## config.mk

```make
export PLATFORM = sky130hd
export DESIGN_NAME = datamem_arbiter_flat
export DESIGN_NICKNAME = d
export VERILOG_FILES = /design/src/rtl/datamem_arbiter_if.sv /design/src/rtl/datamem_arbiter.sv /design/src/flat_wrapper.sv
export SDC_FILE = /design/constraint.sdc
export NUM_CORES = 1
export LEC_CHECK = 0
export BUFFER_PORTS_ARGS = -buffer_cell sky130_fd_sc_hd__buf_2
export CORE_AREA = 2 2 111 113
export CTS_BUF_LIST = sky130_fd_sc_hd__clkbuf_4 sky130_fd_sc_hd__clkbuf_8
export DETAILED_ROUTE_END_ITERATION = 10
export DIE_AREA = 0 0 113 115
export PLACE_DENSITY = 0.41
export SLEW_MARGIN = 15
export SYNTH_ARGS = -nofsm -noshare
export SYNTH_HDL_FRONTEND = slang
export SYNTH_SLANG_ARGS = --single-unit
export TNS_END_PERCENT = 100
```

## constraint.sdc

```tcl
create_clock -name clk -period 2.2 [get_ports clk]
set_clock_uncertainty 0.05 [all_clocks]
set_input_delay 0.33 -clock clk [delete_from_list [all_inputs] [get_ports clk]]
set_output_delay 0.33 -clock clk [all_outputs]
set_load 0.02 [all_outputs]
```

## src/rtl/datamem_arbiter_if.sv

```systemverilog
// Bus bundle between the pipeline MEM stage, the loader/debug port and the data memory.
// The arbiter takes the slave view; the surrounding system takes the master view.
interface datamem_arbiter_if #(
    parameter int ADDR_W = 8
);
    logic              core_req;
    logic              core_we;
    logic [31:0]       core_addr;
    logic [3:0]        core_be;
    logic [31:0]       core_wdata;
    logic              core_stall;
    logic              core_rvalid;
    logic [31:0]       core_rdata;

    logic              ld_req;
    logic              ld_we;
    logic [31:0]       ld_addr;
    logic [3:0]        ld_be;
    logic [31:0]       ld_wdata;
    logic              ld_lock;
    logic              ld_gnt;
    logic              ld_rvalid;
    logic [31:0]       ld_rdata;

    logic              mem_en;
    logic              mem_we;
    logic [ADDR_W-1:0] mem_addr;
    logic [3:0]        mem_be;
    logic [31:0]       mem_wdata;
    logic [31:0]       mem_rdata;

    modport slave (
        input  core_req, core_we, core_addr, core_be, core_wdata,
        output core_stall, core_rvalid, core_rdata,
        input  ld_req, ld_we, ld_addr, ld_be, ld_wdata, ld_lock,
        output ld_gnt, ld_rvalid, ld_rdata,
        output mem_en, mem_we, mem_addr, mem_be, mem_wdata,
        input  mem_rdata
    );

    modport master (
        output core_req, core_we, core_addr, core_be, core_wdata,
        input  core_stall, core_rvalid, core_rdata,
        output ld_req, ld_we, ld_addr, ld_be, ld_wdata, ld_lock,
        input  ld_gnt, ld_rvalid, ld_rdata,
        input  mem_en, mem_we, mem_addr, mem_be, mem_wdata,
        output mem_rdata
    );
endinterface

```

## src/rtl/datamem_arbiter.sv

```systemverilog
// Shares a single-port synchronous data memory between the core (fixed priority) and a
// loader port that ages while denied and can lock the memory for uninterrupted bursts.
module datamem_arbiter #(
    parameter int ADDR_W       = 8,
    parameter int STARVE_LIMIT = 4
) (
    input logic              clk,
    input logic              rst_n,
    datamem_arbiter_if.slave bus
);
    typedef enum logic { ARB, LOCK } state_t;
    typedef enum logic [1:0] { OWN_NONE, OWN_CORE, OWN_LD } owner_t;

    localparam logic [3:0] LIMIT = 4'(STARVE_LIMIT);

    state_t     state, state_nxt;
    owner_t     rd_owner, rd_owner_nxt;
    logic [3:0] wait_cnt, wait_cnt_nxt;
    logic       core_wins;
    logic       ld_wins;

    // Only the word-select bits of the byte addresses reach the memory; the rest wrap.
    logic unused_addr_bits;
    assign unused_addr_bits = ^{bus.core_addr[31:ADDR_W+2], bus.core_addr[1:0],
                                bus.ld_addr[31:ADDR_W+2], bus.ld_addr[1:0]};

    always_ff @(posedge clk or negedge rst_n) begin
        if (!rst_n) begin
            state    <= ARB;
            wait_cnt <= 4'd0;
            rd_owner <= OWN_NONE;
        end else begin
            state    <= state_nxt;
            wait_cnt <= wait_cnt_nxt;
            rd_owner <= rd_owner_nxt;
        end
    end

    // Winner selection; while reset is held nobody wins so every handshake stays quiet.
    always_comb begin
        state_nxt = state;
        core_wins = 1'b0;
        ld_wins   = 1'b0;
        case (state)
            ARB: begin
                if (bus.ld_req && (wait_cnt >= LIMIT)) begin
                    ld_wins = 1'b1;
                end else if (bus.core_req) begin
                    core_wins = 1'b1;
                end else if (bus.ld_req) begin
                    ld_wins = 1'b1;
                end
                if (ld_wins && bus.ld_lock) begin
                    state_nxt = LOCK;
                end
            end
            LOCK: begin
                ld_wins = bus.ld_req;
                if (!bus.ld_lock) begin
                    state_nxt = ARB;
                end
            end
            default: state_nxt = ARB;
        endcase
        if (!rst_n) begin
            core_wins = 1'b0;
            ld_wins   = 1'b0;
        end
    end

    always_comb begin
        wait_cnt_nxt = 4'd0;
        if (bus.ld_req && !ld_wins) begin
            wait_cnt_nxt = (wait_cnt == 4'hF) ? wait_cnt : wait_cnt + 4'd1;
        end

        rd_owner_nxt = OWN_NONE;
        if (core_wins && !bus.core_we) begin
            rd_owner_nxt = OWN_CORE;
        end else if (ld_wins && !bus.ld_we) begin
            rd_owner_nxt = OWN_LD;
        end
    end

    always_comb begin
        bus.mem_en    = 1'b0;
        bus.mem_we    = 1'b0;
        bus.mem_be    = 4'b0000;
        bus.mem_addr  = '0;
        bus.mem_wdata = 32'd0;
        if (ld_wins) begin
            bus.mem_en    = 1'b1;
            bus.mem_we    = bus.ld_we;
            bus.mem_be    = bus.ld_be;
            bus.mem_addr  = bus.ld_addr[ADDR_W+1:2];
            bus.mem_wdata = bus.ld_wdata;
        end else if (core_wins) begin
            bus.mem_en    = 1'b1;
            bus.mem_we    = bus.core_we;
            bus.mem_be    = bus.core_be;
            bus.mem_addr  = bus.core_addr[ADDR_W+1:2];
            bus.mem_wdata = bus.core_wdata;
        end
    end

    // Read data is steered to whoever issued the read on the previous edge.
    always_comb begin
        bus.core_stall  = rst_n && bus.core_req && !core_wins;
        bus.ld_gnt      = ld_wins;
        bus.core_rvalid = (rd_owner == OWN_CORE);
        bus.ld_rvalid   = (rd_owner == OWN_LD);
        bus.core_rdata  = (rd_owner == OWN_CORE) ? bus.mem_rdata : 32'd0;
        bus.ld_rdata    = (rd_owner == OWN_LD)   ? bus.mem_rdata : 32'd0;
    end
endmodule
```

## src/flat_wrapper.sv

```systemverilog
// flat-port wrapper written by rule: the top's interface ports become plain ports
module datamem_arbiter_flat 
#(
    parameter int ADDR_W       = 8,
    parameter int STARVE_LIMIT = 4
)
  (clk, rst_n, bus_core_req, bus_core_we, bus_core_addr, bus_core_be, bus_core_wdata, bus_core_stall, bus_core_rvalid, bus_core_rdata, bus_ld_req, bus_ld_we, bus_ld_addr, bus_ld_be, bus_ld_wdata, bus_ld_lock, bus_ld_gnt, bus_ld_rvalid, bus_ld_rdata, bus_mem_en, bus_mem_we, bus_mem_addr, bus_mem_be, bus_mem_wdata, bus_mem_rdata);
  datamem_arbiter_if #(.ADDR_W(ADDR_W)) bus_i ();
  input logic clk;
  input logic rst_n;
  input wire logic [$bits(bus_i.core_req)-1:0] bus_core_req;
  input wire logic [$bits(bus_i.core_we)-1:0] bus_core_we;
  input wire logic [$bits(bus_i.core_addr)-1:0] bus_core_addr;
  input wire logic [$bits(bus_i.core_be)-1:0] bus_core_be;
  input wire logic [$bits(bus_i.core_wdata)-1:0] bus_core_wdata;
  output wire logic [$bits(bus_i.core_stall)-1:0] bus_core_stall;
  output wire logic [$bits(bus_i.core_rvalid)-1:0] bus_core_rvalid;
  output wire logic [$bits(bus_i.core_rdata)-1:0] bus_core_rdata;
  input wire logic [$bits(bus_i.ld_req)-1:0] bus_ld_req;
  input wire logic [$bits(bus_i.ld_we)-1:0] bus_ld_we;
  input wire logic [$bits(bus_i.ld_addr)-1:0] bus_ld_addr;
  input wire logic [$bits(bus_i.ld_be)-1:0] bus_ld_be;
  input wire logic [$bits(bus_i.ld_wdata)-1:0] bus_ld_wdata;
  input wire logic [$bits(bus_i.ld_lock)-1:0] bus_ld_lock;
  output wire logic [$bits(bus_i.ld_gnt)-1:0] bus_ld_gnt;
  output wire logic [$bits(bus_i.ld_rvalid)-1:0] bus_ld_rvalid;
  output wire logic [$bits(bus_i.ld_rdata)-1:0] bus_ld_rdata;
  output wire logic [$bits(bus_i.mem_en)-1:0] bus_mem_en;
  output wire logic [$bits(bus_i.mem_we)-1:0] bus_mem_we;
  output wire logic [$bits(bus_i.mem_addr)-1:0] bus_mem_addr;
  output wire logic [$bits(bus_i.mem_be)-1:0] bus_mem_be;
  output wire logic [$bits(bus_i.mem_wdata)-1:0] bus_mem_wdata;
  input wire logic [$bits(bus_i.mem_rdata)-1:0] bus_mem_rdata;
  assign bus_i.core_req = bus_core_req;
  assign bus_i.core_we = bus_core_we;
  assign bus_i.core_addr = bus_core_addr;
  assign bus_i.core_be = bus_core_be;
  assign bus_i.core_wdata = bus_core_wdata;
  assign bus_core_stall = bus_i.core_stall;
  assign bus_core_rvalid = bus_i.core_rvalid;
  assign bus_core_rdata = bus_i.core_rdata;
  assign bus_i.ld_req = bus_ld_req;
  assign bus_i.ld_we = bus_ld_we;
  assign bus_i.ld_addr = bus_ld_addr;
  assign bus_i.ld_be = bus_ld_be;
  assign bus_i.ld_wdata = bus_ld_wdata;
  assign bus_i.ld_lock = bus_ld_lock;
  assign bus_ld_gnt = bus_i.ld_gnt;
  assign bus_ld_rvalid = bus_i.ld_rvalid;
  assign bus_ld_rdata = bus_i.ld_rdata;
  assign bus_mem_en = bus_i.mem_en;
  assign bus_mem_we = bus_i.mem_we;
  assign bus_mem_addr = bus_i.mem_addr;
  assign bus_mem_be = bus_i.mem_be;
  assign bus_mem_wdata = bus_i.mem_wdata;
  assign bus_i.mem_rdata = bus_mem_rdata;
  datamem_arbiter #(.ADDR_W(ADDR_W), .STARVE_LIMIT(STARVE_LIMIT)) u_core (.clk(clk), .rst_n(rst_n), .bus(bus_i));
endmodule
```

# Yosys cells after proc, flatten, opt, wreduce, memory -nomap -nowiden
# Cells that the tools add are included.
# word_totals
ff_bits	7
latch_bits	0
ram_bits	0
rom_bits	0
input_bits	175
mem_count	0
# op_classes
addsub	1
mul	0
div	0
order_cmp	1
eq_ne	4
shift	0
mux	29
bitwise_logic	1
reduce_logical	11
# op_table
cell	count
$mux W32	4
$mux W4	4
$mux W8	2
$mux W1	15
$logic_and A1 B1 Y1	7
$add A4 B1 Y4 const B	1
$eq A4 B4 Y1 const B	1
$ge A4 B3 Y1 const B	1
$logic_not A1 Y1	4
$mux W2	2
$pmux W1 S2	2
$eq A2 B1 Y1 const B	1
$eq A2 B2 Y1 const B	1
$ne A2 B2 Y1 const B	1
$not A1 Y1	1

# Depth between registers and ports, before layout
# Gate-level depths: netlist of run 1.
# logic_depth
depth_word	9
depth_mapped	5
depth_no_buf	4

# Worst setup path before layout of run 1
# Ideal clock, no wire load.
# synth_timing
path_kind	reg-to-output
start	register u_core.wait_cnt[3]
end	output port bus_mem_wdata[0]
t_arrival_ns	1.592
slack_ns	0.228
path_stages_with_launch	6
path_buffers	2
path_cell_list	dfrtp_1 > or3b_1 > o211a_1 > buf_6 > buf_6 > a22o_1
# synth_via
elab_chain_cells	7
# synth_lines
element	line	source
from (decl)	datamem_arbiter.sv:18	logic [3:0] wait_cnt, wait_cnt_nxt;
from (signal assigned)	datamem_arbiter.sv:34	wait_cnt <= wait_cnt_nxt;
$ge A4 B3 Y1 *	datamem_arbiter.sv:46	if (bus.ld_req && (wait_cnt >= LIMIT)) begin
$logic_and A1 B1 Y1 *	datamem_arbiter.sv:46	
$mux W1	datamem_arbiter.sv:46	
$mux W1	datamem_arbiter.sv:44	case (state)
$pmux W1 S2 or $mux W1 (tied branches)	datamem_arbiter.sv:44, datamem_arbiter.sv:65	
$mux W1 or $mux W32 (tied branches)	datamem_arbiter.sv:65, datamem_arbiter.sv:97	
$mux W32 *	datamem_arbiter.sv:91	if (ld_wins) begin
to (decl)	flat_wrapper.sv:32	output wire logic [$bits(bus_i.mem_wdata)-1:0] bus_mem_wdata;
# Every way passes the cells marked *; elsewhere a longest branch is shown, timed or not. The select of a mux whose other input is x is not followed.

# Worst setup path after layout of run 1
# layout_timing
start	register u_core.wait_cnt[2]
end	output port bus_mem_we
# layout_via
elab_chain_cells	7
# layout_lines
element	line	source
$ge A4 B3 Y1 *	datamem_arbiter.sv:46	
$logic_and A1 B1 Y1 *	datamem_arbiter.sv:46	
$mux W1	datamem_arbiter.sv:46	
$mux W1	datamem_arbiter.sv:44	
$pmux W1 S2 or $mux W1 (tied branches)	datamem_arbiter.sv:44, datamem_arbiter.sv:65	
$mux W1, on equally long branches	datamem_arbiter.sv:65, datamem_arbiter.sv:97	
$mux W1 *	datamem_arbiter.sv:91	
to (decl)	flat_wrapper.sv:29	output wire logic [$bits(bus_i.mem_we)-1:0] bus_mem_we;
# Marked as above.

==> results of run 1 <==
==> placed cells by master, fill, tap and decap left out, drive strengths merged <==
master and count:
nor4 1, a31oi 1, mux2 1, ha 1, buf 251, a21oi 2
or2 1, or3b 1, nand2 1, nor3 1, and2 64, xor2 1
a22o 45, o211a 1, nand3 1, nand3b 1, and3 3, nor2 1
clkbuf 6, o2111a 1, nor2b 4, o21a 1, dlygate4sd3 1, o21ai 1
dfrtp 7, and4b 1
==> final timing paths <==
kind                            slack, ns  cells past startpoint            endpoint                from
max in group asynchronous            1.33                      2  u_core.wait_cnt[2]               rst_n
worst min-delay path                 0.25                      2  u_core.rd_owner[1]           bus_ld_we
worst max register to register       0.63                      4  u_core.wait_cnt[2]  u_core.wait_cnt[2]
worst min register to register       0.56                      1  u_core.rd_owner[0]        u_core.state
min in group asynchronous            0.53                      2  u_core.wait_cnt[1]               rst_n
worst max-delay path                -0.06                      5          bus_mem_we  u_core.wait_cnt[2]
==> layer usage <==
| layer | GRT usage, % | wire length (um) | share of wire (%) | vias to the layer above |
|---|---|---|---|---|
| li1 | - | - | - | 1061 |
| met2 | 19.6 | 4100 | 54 | 168 |
| met5 | 0 | 0 | 0 | - |
| met3 | 1.37 | 840 | 11 | 4 |
| met1 | 9.21 | 2550 | 34 | 929 |
| met4 | 1.87 | 58 | 0.77 | 0 |
==> flip-flops by register name (all words and copies together), names as in the netlist <==
register	flops
u_core.state	1
u_core.wait_cnt	4
u_core.rd_owner	2
==> repair_timing <==
item / 4_1_cts / 5_1_grt
setup buffers: 1 / 0
cloned: 3 / 3
endpoints found under the setup margin: 46 / 46
hold buffers: 1 / 0
resized for setup: 34 / 19
endpoints found under the hold margin: 7 / 0
pin swaps: 14 / 4
==> kinds of logic (layout without fill, tap and decap cells) <==
kind of cell,after synthesis,after routing
compound gates,52,52
xor+xnor,1,1
fa+ha+maj,1,1
buf+inv,16,258
flops,7,7
mux,1,1
simple gates,80,80
==> final cells by class <==
type	count	share of cell area (%)
timing repair buffer	254	52.4
multi-input combinational	135	33.9
tap	147	6.17
sequential	7	5.88
clock buffer	4	1.64
==> power by group through the flow <==
| stage | clock network [uW] | registers, uW | logic [uW] |
|---|---|---|---|
| after CTS | 193 | 141 | 528 |
| after global placement | 0 | 143 | 468 |
| final | 189 | 142 | 553 |
| after detailed placement | 0 | 143 | 471 |
| after global routing | 198 | 143 | 591 |
| after floorplan | 0 | 141 | 244 |
==> per-stage QoR <==
| step | total power [uW] | hold WS (ns) | instances | worst slack, ns | cell area [um^2] |
|---|---|---|---|---|---|
| floorplan | 386 | -0.0156 | 158 | 0.228 | 1240 |
| global placement | 610 | 0.138 | 535 | 0.103 | 2610 |
| detailed placement | 614 | 0.139 | 535 | 0.116 | 2610 |
| CTS | 862 | 0.249 | 544 | -0.0944 | 2860 |
| global route | 932 | 0.262 | 547 | -0.108 | 2980 |
| finish | 883 | 0.249 | 547 | -0.0602 | 2980 |
==> worst max-delay path: cells and delay by family (launching register included) <==
family          cells  cell delay [ns]
flops               1             0.36
simple gates        1             0.40
compound gates      2             0.56
buf+inv             2             0.32
==> metrics.md, run 1 <==
| Metric | Value |
|---|---|
| Fmax achieved | `442 MHz` |
| Final Util | `25.2%` |
| Final period utilization | `103%` |
| Post-synth top area share | `32.3%` |
| Num ports | `289` |
| Clock Sinks | `7` |
| Post-route ant nets | `0` |
| Core Region | `0.0118 mm^2` |
| Leakage | `0.00180 uW` |
| Drt total wl | `7550 um` |
| Synth Area in Adders | `1.01%` |
| Final WS setup | `-0.0602 ns` |
| Initial Utilization | `10.5%` |
| GP Congestion | `0.692` |
| H-tree Lvls | `1` |
| VDD IR max | `0.155 mV` |
| Post-synthesis compound-gate area fraction | `35.8%` |
| Drt wl/cell | `13.8 um` |
| Combinational share of power | `62.6%` |
| DRT iter0 DRCs | `94` |
| Register area | `175 um^2` |
| Number of global-route vias before repair | `1,894` |
| Latest clock arrival within the worst-skew pair | `0.22 ns` |
| WS Path Type | `register to output port` |
| Cell Rows | `40` |
| Worst-Margin Slew | `0.367 ns` |
| Fill cells | `1,298` |
| Ant diodes | `0` |
| Port buffer count | `240` |
| Post-synthesis net count | `334` |
| Cell variety after synth | `26` |
| Number of flops mapped to enable cells by yosys | `0` |
| Simple-Gate Fraction of Synth Area | `40.3%` |
| Global-route wire length before repair | `9530 um` |
| Synth area leader | `and2_1` |
| Clk pwr share | `21.4%` |
| Synth area leaders | `and2_1, a22o_1, dfrtp_1` |
| Hold Violations, Final | `0` |
| Area of the multi-input gates | `0.00101 mm^2` |
| Drt first pass iters | `8` |
| Longest Clk Path Bufs | `2` |
| Initial antenna violation count | `0` |
| GR Util All Layers | `9.17%` |
| Slew Limit Headroom | `75.3%` |
| P_int | `545 uW` |
| FFs w/ async S/R, synth | `100%` |
| #FFs+latches synth | `7` |
| Detail Placement HPWL | `5620 um` |
| Register area share after synthesis | `14.1%` |
| Worst Path Arrival | `1.88 ns` |
| Critical-path cell with the highest stage delay | `or3b_4` |
| RSZ-0062 raised after global routing | `yes` |
| Worst hold path class | `primary input to register` |
| Post-synth top cells | `and2_1, a22o_1, clkbuf_1, dfrtp_1, buf_2` |
| Worst setup SP type | `register` |
| Endpoints failing setup | `46` |
| Sw Ratio | `38.3%` |
| Post-synthesis instance total | `158` |
| Ys flop type | `dfrtp_1` |
| WP data required | `1.82 ns` |
| PwrDens | `296 mW/mm^2` |
| Post-synthesis mux area share | `0.907%` |
| XOR/XNOR share of the synthesized area | `0.706%` |
| Total grt overflow | `0` |
| Routed via count | `2,162` |
| Tmin final | `2.26 ns` |
| Crit-path max FO | `6` |
| Clock root buffer | `clkbuf_8` |
| Clock transition at the registers of the reported paths | `0.04 ns` |
| Crit-path cells | `or3b_4 -> o211a_4 -> clkbuf_16 -> a22o_1 -> buf_6` |
| Switching power | `338 uW` |
| Syn avg cell area | `7.86 um^2` |
| Share of cells above drive strength 1 | `65.8%` |
| Sequential Power Share | `16.0%` |
| Die H | `115 um` |
| Nets | `577` |
| Die Width | `113 um` |
| Vias per cell | `3.95` |
| Failing checks | `DRC, setup timing` |
| Largest family of logic cells by synthesized area | `simple AND/OR/NAND/NOR gates` |
| Die Area | `0.0130 mm^2` |
| TNS Setup | `-1.98 ns` |
| Synth-to-Final Area Change | `140%` |
| Max Cap Viol | `0` |
| Largest net degree at the start of global routing | `48` |
| Crit-path max cell delay | `0.40 ns` |
| Outcome | `complete, but fails checks` |
| Remaining DRCs | `20` |
| Cts bufs inserted | `3` |
| Max-slew violations | `0` |
| Most frequent cell after synthesis | `and2_1` |
| CP endpoint kind | `output port` |
| Synth Cell Area | `0.00124 mm^2` |
| Synth warn | `0` |
| CTS tree | `done` |
Power figures use the tool's default switching activity.
==> run 2: changes to the inputs <==
- ABC_AREA: not set -> 1
- CORE_AREA: 2 2 111 113 -> 2 2 113 115
- DIE_AREA: 0 0 113 115 -> 0 0 115 117
- PLACE_DENSITY: 0.41 -> 0.43
==> run 2 against run 1 <==
Effect of this change:
- the run now ends clean
- total power grew 8.0%
- final cell count grew 24%
- non-clock buffer count is 7 lower
- design area is 0.80% lower
- combinational power rose by 12%
- count of clock-buffer cells in the layout unchanged
- utilization down 1.2 points
- sequential share of layout area barely moved
- register-to-register slack improved by 0.19 ns
- via count grew 29%
- critical path type unchanged
==> metrics.md, run 2 <==
| Metric | Value |
|---|---|
| Post-synthesis net count | `480 (+44%)` |
| #FFs+latches synth | `7 (unchanged)` |
| Register area | `175 um^2 (unchanged)` |
| Final period utilization | `93.8% (-9.0 points)` |
| Largest net degree at the start of global routing | `47 (-2.1%)` |
| Post-route ant nets | `0 (unchanged)` |
| CTS tree | `done` |
| WP data required | `1.82 ns (about the same)` |
| DP Worst Slack | `0.351 ns (+0.235 ns)` |
| RSZ-0062 raised after global routing | `no` |
| Routed via count | `2,781 (+29%)` |
| Ant diodes | `0 (unchanged)` |
| Total grt overflow | `0 (unchanged)` |
| Longest Clk Path Bufs | `2 (unchanged)` |
| Port buffer count | `240 (unchanged)` |
| Clock root buffer | `clkbuf_8` |
| Most frequent cell after synthesis | `nand3_1` |
| Most frequent cells in the layout | `buf_2, nand3_1, nor2_1, nand2_1, inv_1` |
| Nets | `708 (+23%)` |
| Synth area leaders | `nand3_1, nor2_1, nand2_1` |
| Endpoints failing setup | `0 (-100%)` |
| Ys flop type | `dfrtp_1` |
| WS Path Type | `register to output port` |
| Number of flops mapped to enable cells by yosys | `0 (unchanged)` |
| CP endpoint kind | `output port` |
| TNS Setup | `0 ns (+1.98 ns)` |
| Commonest non-fill, non-tap cell in the layout | `buf_2` |
| Postcts setup bufs | `0 (-1)` |
| Max Cap Viol | `0 (unchanged)` |
| Clock transition at the registers of the reported paths | `0.04 ns (about the same)` |
| Worst Path Arrival | `1.68 ns (-0.20 ns)` |
| GR Util All Layers | `9.88% (+0.71 points)` |
| Tmin final | `2.06 ns (-0.198 ns)` |
| Leakage | `0.00208 uW (+15%)` |
| Post-cts sizing count | `0 (-100%)` |
| VDD IR max | `0.135 mV (-13%)` |
| Worst hold path class | `primary input to register` |
| Post-synth top cells | `nand3_1, nor2_1, nand2_1, inv_1, nand3_2` |
| Top Registers | `u_core.wait_cnt: 4 flops, u_core.rd_owner: 2 flops, u_core.state: 1 flops` |
| DRT iter0 DRCs | `75 (-20%)` |
| Detail Placement HPWL | `6130 um (+9.1%)` |
| Drt total wl | `7540 um (-0.13%)` |
| Post-synth top area share | `25.5% (-6.8 points)` |
| Synth warn | `0 (unchanged)` |
| Global-route wire length before repair | `10,800 um (+14%)` |
| Vias per cell | `4.08 (+3.3%)` |
| Biggest register | `u_core.wait_cnt` |
| Cell Rows | `41 (+2.5%)` |
| Number of global-route vias before repair | `2,346 (+24%)` |
| Worst hold stages | `2 (unchanged)` |
| Worst-Margin Slew | `0.882 ns (+0.515 ns)` |
| Syn avg cell area | `5.23 um^2 (-33%)` |
| Latest clock arrival within the worst-skew pair | `0.22 ns (about the same)` |
| Drt wl/cell | `11.1 um (-20%)` |
| H-tree Lvls | `1 (unchanged)` |
| Initial Utilization | `12.9% (+2.4 points)` |
| Initial antenna violation count | `0 (unchanged)` |
| Max-slew violations | `0 (unchanged)` |
| Crit-path max FO | `32 (+26)` |
| Die Width | `115 um (+1.8%)` |
| Outcome | `finished, final reports clean` |
| Share of cells above drive strength 1 | `50.3% (-15 points)` |
| Slew Limit Headroom | `41.1% (-34 points)` |
| Cts bufs inserted | `3 (unchanged)` |
| Synth area leader | `nand3_1` |
| Worst r2r path cells | `6 (+2)` |
| Max FFs per register | `4 (unchanged)` |
| Post-synthesis instance total | `304 (+92%)` |
| FFs w/ async S/R, synth | `100% (unchanged)` |
| Cell variety after synth | `21 (-19%)` |
| Hold Violations, Final | `0 (unchanged)` |
| Register area share after synthesis | `11.0% (-3.1 points)` |
| Fmax achieved | `485 MHz (+9.6%)` |
| GP Congestion | `0.734 (+6.1%)` |
| Remaining DRCs | `0 (-100%)` |
| Num ports | `289 (unchanged)` |
| Synth-to-Final Area Change | `85.8%` |
| Clock Sinks | `7 (unchanged)` |
| Synth Cell Area | `0.00159 mm^2 (+28%)` |
| Area of the multi-input gates | `0.00110 mm^2 (+8.5%)` |
| Die Area | `0.0135 mm^2 (+3.5%)` |
| Hold_buf cts | `1 (unchanged)` |
| Final WS setup | `0.137 ns (+0.198 ns)` |
| Die H | `117 um (+1.7%)` |
| Core Region | `0.0123 mm^2 (+4.2%)` |
| Fill cells | `1,402 (+8.0%)` |
| PwrDens | `323 mW/mm^2 (+8.9%)` |
| Worst setup SP type | `register` |
| Drt first pass iters | `4 (-4)` |
## run 2: changes by cell type after synthesis, sizes merged, moves of 8 or more
cell   delta
a22o     -45
and2     -64
buf       +8
inv      +41
nand2    +57
nand3    +90
nor2     +72
## run 2: layout make-up
cell class	instances	area share (%)
timing repair buffer	247	43.8
inverter	41	5.21
sequential	7	5.93
clock buffer	4	1.65
tap	150	6.35
multi-input combinational	232	37.1
## run 2: layer usage
metal | track usage, % | wire length (um) | vias to the layer above
met1 | 9.96 | 2710 | 1210
li1 | - | - | 1403
met5 | 0 | 0 | -
met3 | 1.18 | 696 | 2
met4 | 1.20 | 19 | 0
met2 | 21.7 | 4110 | 166
## run 2: where the power goes
group	switching [uW]	leakage, uW	internal, uW
combinational	385	0.00196	235
sequential	8.19	0.0000942	137
clock	51.3	0.0000262	137
total	445	0.00208	509
## run 2: path summary, 6_finish.rpt
check                                    from                  to  slack (ns)
min reg2reg                u_core.wait_cnt[0]  u_core.wait_cnt[0]        0.56
max                        u_core.rd_owner[0]  bus_core_rdata[20]        0.14
min in group asynchronous               rst_n  u_core.wait_cnt[2]        0.51
max in group asynchronous               rst_n  u_core.rd_owner[0]        1.34
max reg2reg                      u_core.state  u_core.wait_cnt[0]        0.82
min                                 bus_ld_we  u_core.rd_owner[1]        0.23
## run 2: cell families after synthesis
kind of cell	share of synthesized area [%]
and+or+nand+nor	64.0
buffers and inverters	20.6
AOI/OAI and AO/OA	3.07
DFF	11.0
xor gates and xnor gates	0.551
adders and majority gates	0.787
## run 2: worst max-delay path, cell delays in order, from the launching register on
cell,delay (ns)
dfrtp_1,0.35
inv_1,0.06
nor2_1,0.05
inv_1,0.64
nor2_1,0.15
buf_2,0.21
## run 2: through the flow
| stage | instance area [um^2] | util [%] | hold WS (ns) | std cells | power (uW) |
|---|---|---|---|---|---|
| floorplan | 1590 | - | -0.0156 | 304 | 515 |
| global placement | 2900 | 23.5 | 0.136 | 676 | 772 |
| detailed placement | 2900 | 23.5 | 0.135 | 676 | 773 |
| CTS | 2960 | 24.0 | 0.226 | 681 | 968 |
| global route | 2960 | 24.0 | 0.218 | 681 | 1030 |
| finish | 2960 | 24.0 | 0.232 | 681 | 954 |
